`config.mk`:
```
export PLATFORM = sky130hd
export DESIGN_NAME = if_stage_flat
export DESIGN_NICKNAME = d
export VERILOG_FILES = /design/src/rtl/if_stage_if.sv /design/src/rtl/if_stage.sv /design/src/flat_wrapper.sv
export SDC_FILE = /design/constraint.sdc
export NUM_CORES = 1
export LEC_CHECK = 0
export CORE_ASPECT_RATIO = 1.1
export CORE_UTILIZATION = 50
export DETAILED_ROUTE_END_ITERATION = 8
export PLACE_DENSITY = 0.92
export SYNTH_ARGS = -nofsm -noshare
export SYNTH_HDL_FRONTEND = slang
export SYNTH_SLANG_ARGS = --single-unit
```
`constraint.sdc`:
```
create_clock -name clk -period 3.8 [get_ports clk]
set_clock_uncertainty 0.2 [all_clocks]
set_input_delay 0.38 -clock clk [delete_from_list [all_inputs] [get_ports clk]]
set_output_delay 0.38 -clock clk [all_outputs]
set_load 0.05 [all_outputs]
```
`src/rtl/if_stage_if.sv`:
```
// Instruction-memory fetch bus between the IF stage (master) and instruction memory (slave).
interface if_stage_if #(
   parameter int WIDTH = 32
);
   logic             imem_req;
   logic [WIDTH-1:0] imem_addr;
   logic [WIDTH-1:0] imem_rdata;
   logic             imem_ready;

   modport master (
      output imem_req,
      output imem_addr,
      input  imem_rdata,
      input  imem_ready
   );

   modport slave (
      input  imem_req,
      input  imem_addr,
      output imem_rdata,
      output imem_ready
   );
endinterface

```
`src/rtl/if_stage.sv`:
```
// MIPS instruction-fetch stage: PC register, next-PC select, imem handshake with
// pending-redirect tracking, and the IF/ID pipeline register.
//
// state | meaning
// FETCH | normal fetching; a redirect either applies now (ready) or is parked in redir_pc
// DRAIN | wrong-path access still outstanding; wait for it, then jump to redir_pc
module if_stage #(
   parameter int               WIDTH     = 32,
   parameter logic [WIDTH-1:0] RESET_PC  = '0,
   parameter logic [WIDTH-1:0] NOP_INSTR = '0
) (
   input  logic             clk,
   input  logic             rst,
   input  logic             stall_fetch,
   input  logic             flush_decode,
   input  logic             pcsrc_decode,
   input  logic             jump_decode,
   input  logic [WIDTH-1:0] pc_branch,
   input  logic [WIDTH-1:0] pc_jump,
   if_stage_if.master       imem,
   output logic [WIDTH-1:0] instr_decode,
   output logic [WIDTH-1:0] pc_decode,
   output logic             valid_decode
);

   typedef enum logic {
      FETCH = 1'b0,
      DRAIN = 1'b1
   } state_t;

   state_t           state;
   logic [WIDTH-1:0] pc;
   logic [WIDTH-1:0] redir_pc;
   logic [WIDTH-1:0] pc_plus4;
   logic [WIDTH-1:0] target;
   logic             redirect;

   assign pc_plus4 = pc + WIDTH'(4);
   assign redirect = (pcsrc_decode | jump_decode) & ~stall_fetch;
   assign target   = jump_decode ? pc_jump : pc_branch;

   assign imem.imem_addr = pc;
   assign imem.imem_req  = ~rst;

   always_ff @(posedge clk) begin
      if (rst) begin
         pc           <= RESET_PC;
         state        <= FETCH;
         redir_pc     <= '0;
         instr_decode <= NOP_INSTR;
         pc_decode    <= '0;
         valid_decode <= 1'b0;
      end else begin
         case (state)
            FETCH: begin
               if (!stall_fetch) begin
                  if (redirect) begin
                     instr_decode <= NOP_INSTR;
                     valid_decode <= 1'b0;
                     if (imem.imem_ready) begin
                        pc <= target;
                     end else begin
                        redir_pc <= target;
                        state    <= DRAIN;
                     end
                  end else if (imem.imem_ready) begin
                     pc <= pc_plus4;
                     if (flush_decode) begin
                        instr_decode <= NOP_INSTR;
                        valid_decode <= 1'b0;
                     end else begin
                        instr_decode <= imem.imem_rdata;
                        pc_decode    <= pc_plus4;
                        valid_decode <= 1'b1;
                     end
                  end else begin
                     instr_decode <= NOP_INSTR;
                     valid_decode <= 1'b0;
                  end
               end
            end
            DRAIN: begin
               // Stall and new redirects are ignored until the stale access returns.
               instr_decode <= NOP_INSTR;
               valid_decode <= 1'b0;
               if (imem.imem_ready) begin
                  pc    <= redir_pc;
                  state <= FETCH;
               end
            end
            default: state <= FETCH;
         endcase
      end
   end

endmodule

```
`src/flat_wrapper.sv`:
```
// flat-port wrapper written by rule: the top's interface ports become plain ports
module if_stage_flat 
#(
   parameter int               WIDTH     = 32,
   parameter logic [WIDTH-1:0] RESET_PC  = '0,
   parameter logic [WIDTH-1:0] NOP_INSTR = '0
)
  (clk, rst, stall_fetch, flush_decode, pcsrc_decode, jump_decode, pc_branch, pc_jump, instr_decode, pc_decode, valid_decode, imem_imem_req, imem_imem_addr, imem_imem_rdata, imem_imem_ready);
  if_stage_if #(.WIDTH(WIDTH)) imem_i ();
  input  logic clk;
  input  logic rst;
  input  logic stall_fetch;
  input  logic flush_decode;
  input  logic pcsrc_decode;
  input  logic jump_decode;
  input  logic [WIDTH-1:0] pc_branch;
  input  logic [WIDTH-1:0] pc_jump;
  output logic [WIDTH-1:0] instr_decode;
  output logic [WIDTH-1:0] pc_decode;
  output logic valid_decode;
  output wire logic [$bits(imem_i.imem_req)-1:0] imem_imem_req;
  output wire logic [$bits(imem_i.imem_addr)-1:0] imem_imem_addr;
  input wire logic [$bits(imem_i.imem_rdata)-1:0] imem_imem_rdata;
  input wire logic [$bits(imem_i.imem_ready)-1:0] imem_imem_ready;
  assign imem_imem_req = imem_i.imem_req;
  assign imem_imem_addr = imem_i.imem_addr;
  assign imem_i.imem_rdata = imem_imem_rdata;
  assign imem_i.imem_ready = imem_imem_ready;
  if_stage #(.WIDTH(WIDTH), .RESET_PC(RESET_PC), .NOP_INSTR(NOP_INSTR)) u_core (.clk(clk), .rst(rst), .stall_fetch(stall_fetch), .flush_decode(flush_decode), .pcsrc_decode(pcsrc_decode), .jump_decode(jump_decode), .pc_branch(pc_branch), .pc_jump(pc_jump), .imem(imem_i), .instr_decode(instr_decode), .pc_decode(pc_decode), .valid_decode(valid_decode));
endmodule
```
==> flow_summary_export.csv, run 1 <==
group,metric,value,unit
clock_tree,cts-htree-levels,4,
finish,diodes,0,
yosys,syn_inst,720,
clock_tree,cts_tree,"built",
worst_setup_path,crit_start,"u_core.imem.imem_addr[3]",
flow_run,drv_cap,0,
yosys,synth-main-ff-cell,"dfxtp_1",
power_and_ir_drop,sw_frac_of_total,31.2,%
sta,min_period,2870,ps
clock_tree,clk_pin_slew,60,ps
drt,ant_nets,0,
worst_setup_path,cp.required,3920,ps
sta,maxSlewHeadroom,38.0,%
yosys,synthArstFlopShare,0,%
worst_setup_path,r2r_cells,6,
sta,fin_crit_sh,75.5,%
finish,drive_gt1_share,8.61,%
drt,drc,0,
placement,dpl.cell_count,1028,
clock_tree,cts.sinks,130,
floorplanning,fp-row-count,42,
finish,num-nets-final,997,
yosys,synth.top_cells.by_count,"dfxtp_1, nor2_1, a211oi_1",
clock_tree,cts_resized,0,
sta,fmax,349,MHz
yosys,yosysTopAreaCellShare,42.0,%
clock_tree,hold_buffers,0,
yosys,synth_seq_cells,130,
sta,setup_tns,0,ps
power_and_ir_drop,pwr_density_cell,423,mW/mm^2
yosys,syn_area,0.00620,mm^2
drt,wl_per_cell,18.5,um
clock_tree,post_cts_buffers,0,
placement,dp_hpwl,13300,um
worst_setup_path,r2r_end,"u_core.pc_decode[30]",
power_and_ir_drop,p_clk_share,42.4,%
drt,via_per_inst,6.11,
drt,finalWirelength,19600,um
sta,setup_viol,0,
floorplanning,initial_utilization,51.3,%
grt,overflow,0,
power_and_ir_drop,p_int,2.58,mW
sta,rsz0062_at_grt,"false",
floorplanning,design.die.area,0.0129,mm^2
power_and_ir_drop,power_frac_seq,40.0,%
clock_tree,clock_tree.root_cell,"clkbuf_16",
finish,final_cell_count_no_fill,1060,
power_and_ir_drop,pwr-share-comb,17.7,%
grt,grt_pass1_vias,6024,
hold_path,hold_depth,2,
grt,track_usage,31.0,%
power_and_ir_drop,switchingPower,1.17,mW
sta,holdWs,245,ps
yosys,yosysTopAreaCell,"dfxtp_1",
hold_path,min_to,"u_core.pc_decode[31]",
sta,hold_violations,0,
sta,final_max_slew_viol_count,0,
grt,grt_antenna_before_repair,0,
hold_path,min_from,"rst",
yosys,yosysWarnings,0,
yosys,yosys-top-cells-area,"dfxtp_1, nor2_1, a211oi_1",
drt,firstDrtPassIters,6,
floorplanning,io_pins,201,
clock_tree,numCtsBuffers,17,
floorplanning,dieWidth,108,um
drt,drtIter0Drc,726,
yosys,synth_edf_count,0,
yosys,synth_cell_types,63,
hold_path,min_path_type,"in2reg",
floorplanning,die_h,119,um
worst_setup_path,cp.arrival,2980,ps
yosys,yosysMostFrequentCell,"dfxtp_1",
power_and_ir_drop,p_leak,3.08,nW
placement,port_buffers,200,
clock_tree,clkLatencyLatePin,420,ps
worst_setup_path,rrSetupSlack,930,ps
power_and_ir_drop,peakVddDrop,0.291,mV
sta,worst_slew_pin_slew,921,ps
yosys,syn_nets,824,
placement,place_congestion,0.899,
floorplanning,core_area,0.0121,mm^2
status,outcome,"completed",
finish,syn2layout_area_growth,42.9,%
clock_tree,clock_path_buffers,2,
worst_setup_path,path_class,"reg2reg",
yosys,avgSynthCellArea,8.61,um^2
worst_setup_path,r2r_start,"u_core.imem.imem_addr[3]",
worst_setup_path,end_kind,"register",
worst_setup_path,worst_setup_path_start_kind,"register",
yosys,yosysSeqAreaShare,42.0,%
grt,grt_pass1_wl,31000,um
grt,grt_start_max_net_pins,80,
drt,vias,6479,
worst_setup_path,crit_fanout,9,
finish,fill_cells,846,
## routing by layer
metal / vias up / routed length, um / global-route usage, %
met2: 400 / 9360 / 47.9
met5: - / 0 / 0
met1: 3018 / 7770 / 39.7
li1: 3000 / - / -
met4: 0 / 604 / 14.5
met3: 61 / 1880 / 8.70
## area by class of cell
class	instances	area, um^2	share of cell area, %
Inverter	12	45.0	0.508
Sequential cell	130	2600	29.4
Timing Repair Buffer	215	2120	23.9
Multi-Input combinational cell	517	3320	37.5
Clock buffer	17	425	4.80
Tap cell	154	193	2.17
Clock inverter	15	151	1.71
## how the worst max path moves through the flow
stage                           endpoint  slack [ps]
2_1_floorplan  u_core.imem.imem_addr[20]        1130
6_report            u_core.pc_decode[30]         930
3_5_place_dp    u_core.imem.imem_addr[8]         910
4_1_cts             u_core.pc_decode[30]         990
5_1_grt        u_core.imem.imem_addr[26]         760
3_3_place_gp          u_core.redir_pc[6]         980
## critical path, stage by stage, from the launching register on
cell,delay (ps)
dfxtp_1,470
ha_1,300
nand3_1,340
nor3_2,680
nand3_1,290
xor2_1,220
a211oi_1,270
## state kept, by name, summed over array words and instances (netlist names)
signal and count:
u_core.imem.imem_addr 32, u_core.instr_decode 32, u_core.pc_decode 32, u_core.redir_pc 32, u_core.state 1, u_core.valid_decode 1
## cell families (layout without fill, tap and decap cells)
family                   Yosys count  count (layout)  share of synthesized area, %
AO/OA/AOI/OAI                    210             210                          24.2
XOR/XNOR                          26              26                          3.67
adder cells (fa/ha/maj)            1               1                         0.202
buffers and inverters             73             259                          4.76
flip-flops                       130             130                          42.0
multiplexers                      42              42                          7.00
AND/OR/NAND/NOR                  238             238                          18.2
## placed cells by master, fill, tap and decap left out, types with 17 or more instances in the layout
cell type	count
clkbuf_16	17
clkdlybuf4s50_1	198
o21ai_0	27
xnor2_1	17
dfxtp_1	130
a211oi_1	47
nor2_1	123
mux2i_1	31
a22oi_1	33
a21oi_1	33
nand2_1	41
## power groups by stage
stage | combinational [mW] | sequential (mW) | clock, mW
after floorplan | 0.269 | 1.63 | 0
after global placement | 0.636 | 1.52 | 0
after detailed placement | 0.648 | 1.52 | 0
after CTS | 0.655 | 1.49 | 1.60
after global routing | 0.701 | 1.51 | 1.67
final | 0.663 | 1.50 | 1.59
## metrics by stage
step | worst slack, ps | area [um^2] | utilization [%] | power, mW
2_1_floorplan | 1130 | 6200 | - | 1.90
3_3_place_gp | 979 | 8280 | 68.5 | 2.16
3_5_place_dp | 909 | 8280 | 68.5 | 2.17
4_1_cts | 994 | 8860 | 73.3 | 3.75
5_1_grt | 759 | 8860 | 73.3 | 3.88
6_report | 933 | 8860 | 73.3 | 3.75
(Power assumes the default switching activity.)
==> run 2, diff against run 1 <==
CORE_UTILIZATION = 47   (was 50)
PLACE_DENSITY = 0.87   (was 0.92)
clock period = 2.7 ns   (was 3.8 ns; I/O delays follow)
==> run 2 against run 1 <==
Effect of this change:
- the run now ends with DRC left
- largest cell class unchanged
- sequential share of layout area is 0.89 points lower
- highest routed layer unchanged
- utilization is 1.7 points lower
- register-to-register slack worse by 620 ps
- die area is 6.3% higher
- cell area is 3.1% higher
- critical path depth is 1 lower
- global-route usage is 2.4 points lower
- sequential cell count stayed put
==> flow_summary_export.csv, run 2 (synthesis results as in run 1) <==
group,metric,value,unit
status,outcome,"finished with violations",
status,violations,"DRC",
floorplanning,io_pins,201,
clock_tree,post_cts_buffers,0,
finish,fin_util,71.7,%
placement,dpl.cell_count,1049,
power_and_ir_drop,power,5.67,mW
sta,setup_viol,0,
finish,drive_gt1_share,10.5,%
grt,met2_usage,46.5,%
worst_setup_path,worst_setup_path_start_kind,"register",
sta,min_period,2380,ps
clock_tree,hold_buffers,0,
placement,place_area,0.00846,mm^2
clock_tree,cts_tree,"built",
grt,grt_use_met3,6.27,%
clock_tree,clock_path_buffers,2,
sta,setup_tns,0,ps
finish,syn2layout_area_growth,47.3,%
worst_setup_path,end_kind,"register",
finish,layout_common_cells,"clkdlybuf4s50_1, dfxtp_1, nor2_1, a211oi_1, nand2_1",
grt,grt_pass1_wl,30500,um
grt,grt_pass1_vias,5952,
power_and_ir_drop,pwr_density_cell,621,mW/mm^2
finish,multi_input_area,0.00332,mm^2
sta,hold_violations,0,
placement,place_congestion,0.871,
drt,drc,10,
hold_path,min_path_type,"in2reg",
grt,met1_usage,36.4,%
grt,track_usage,28.6,%
clock_tree,numCtsBuffers,17,
finish,num-nets-final,1015,
floorplanning,core_area,0.0128,mm^2
sta,final_max_slew_viol_count,0,
drt,via_per_inst,5.98,
worst_setup_path,path_class,"reg2reg",
worst_setup_path,crit_path_max_incr_delay,550,ps
worst_setup_path,cp.required,2810,ps
finish,diodes,0,
finish,ff_latch_area,0.00260,mm^2
drt,wl_per_cell,18.3,um
finish,final_cell_count_no_fill,1081,
clock_tree,cts.sinks,130,
floorplanning,die_h,122,um
drt,ant_nets,0,
clock_tree,clock_tree.root_cell,"clkbuf_16",
clock_tree,cts_resized,0,
sta,maxSlewHeadroom,47.4,%
power_and_ir_drop,p_leak,3.22,nW
finish,fill_cells,899,
sta,worst_slew_pin_slew,787,ps
floorplanning,dieWidth,112,um
sta,rsz0062_at_grt,"false",
worst_setup_path,path_cells,"buf_4 > nor2b_2 > nor2_2 > o311ai_0 > o221a_2",
placement,dp_hpwl,13500,um
clock_tree,clkLatencyLatePin,420,ps
sta,fmax,419,MHz
clock_tree,clk_pin_slew,60,ps
floorplanning,initial_utilization,48.6,%
worst_setup_path,cp.arrival,2490,ps
power_and_ir_drop,peakVddDrop,0.318,mV
clock_tree,cts-htree-levels,4,
placement,port_buffers,200,
worst_setup_path,slowest_stage,"dfxtp_1",
worst_setup_path,critPathTopFamily,"compound AO/OA/AOI/OAI gates",
floorplanning,design.die.area,0.0137,mm^2
drt,finalWirelength,19800,um
grt,overflow,0,
drt,drtIter0Drc,559,
sta,fin_crit_sh,88.3,%
grt,grt_start_max_net_pins,60,
grt,grt_busiest_layer,"met2",
drt,firstDrtPassIters,9,
flow_run,drv_cap,0,
worst_setup_path,crit_buf_inv,1,
floorplanning,fp-row-count,43,
finish,final_common_cell,"clkdlybuf4s50_1",
finish,final_cell_area,0.00914,mm^2
drt,vias,6464,
grt,grt_antenna_before_repair,0,
worst_setup_path,crit_fanout,28,
[run 2: metrics by stage]
stage	hold WS [ps]	worst slack, ps
5_1_grt	68.4	183
3_5_place_dp	249	29.9
2_1_floorplan	218	31.4
6_report	59.6	316
3_3_place_gp	241	69.8
4_1_cts	53.8	397
[run 2: metal layers]
| layer | share of wire (%) | wire, um |
|---|---|---|
| met2 | 47 | 9310 |
| met1 | 41 | 8210 |
| met4 | 2.7 | 533 |
| met5 | 0 | 0 |
| met3 | 8.9 | 1770 |
[run 2: worst paths after layout]
kind                                     startpoint                         to  slack (ps)  depth (start not counted)
worst max-delay path                   u_core.state  u_core.imem.imem_addr[12]         320                          5
worst min-delay path                            rst        u_core.redir_pc[19]          60                          2
worst max register to register         u_core.state  u_core.imem.imem_addr[12]         320                          5
worst min register to register  u_core.pc_decode[3]        u_core.pc_decode[3]         260                          2
[run 2: layout make-up]
cell class              instances  area share, %
clock inverters                11           2.18
inverters                      12          0.493
flip-flops and latches        130           28.5
well taps                     157           2.15
repair buffers                233           25.1
multi-input cells             517           36.4
clock buffers                  21           5.26
[run 2: power breakdown]
| group | switching [mW] | leakage (nW) | internal (mW) |
|---|---|---|---|
| registers | 0.0955 | 1.06 | 2.00 |
| clock network | 0.865 | 0.322 | 1.74 |
| logic | 0.553 | 1.84 | 0.414 |
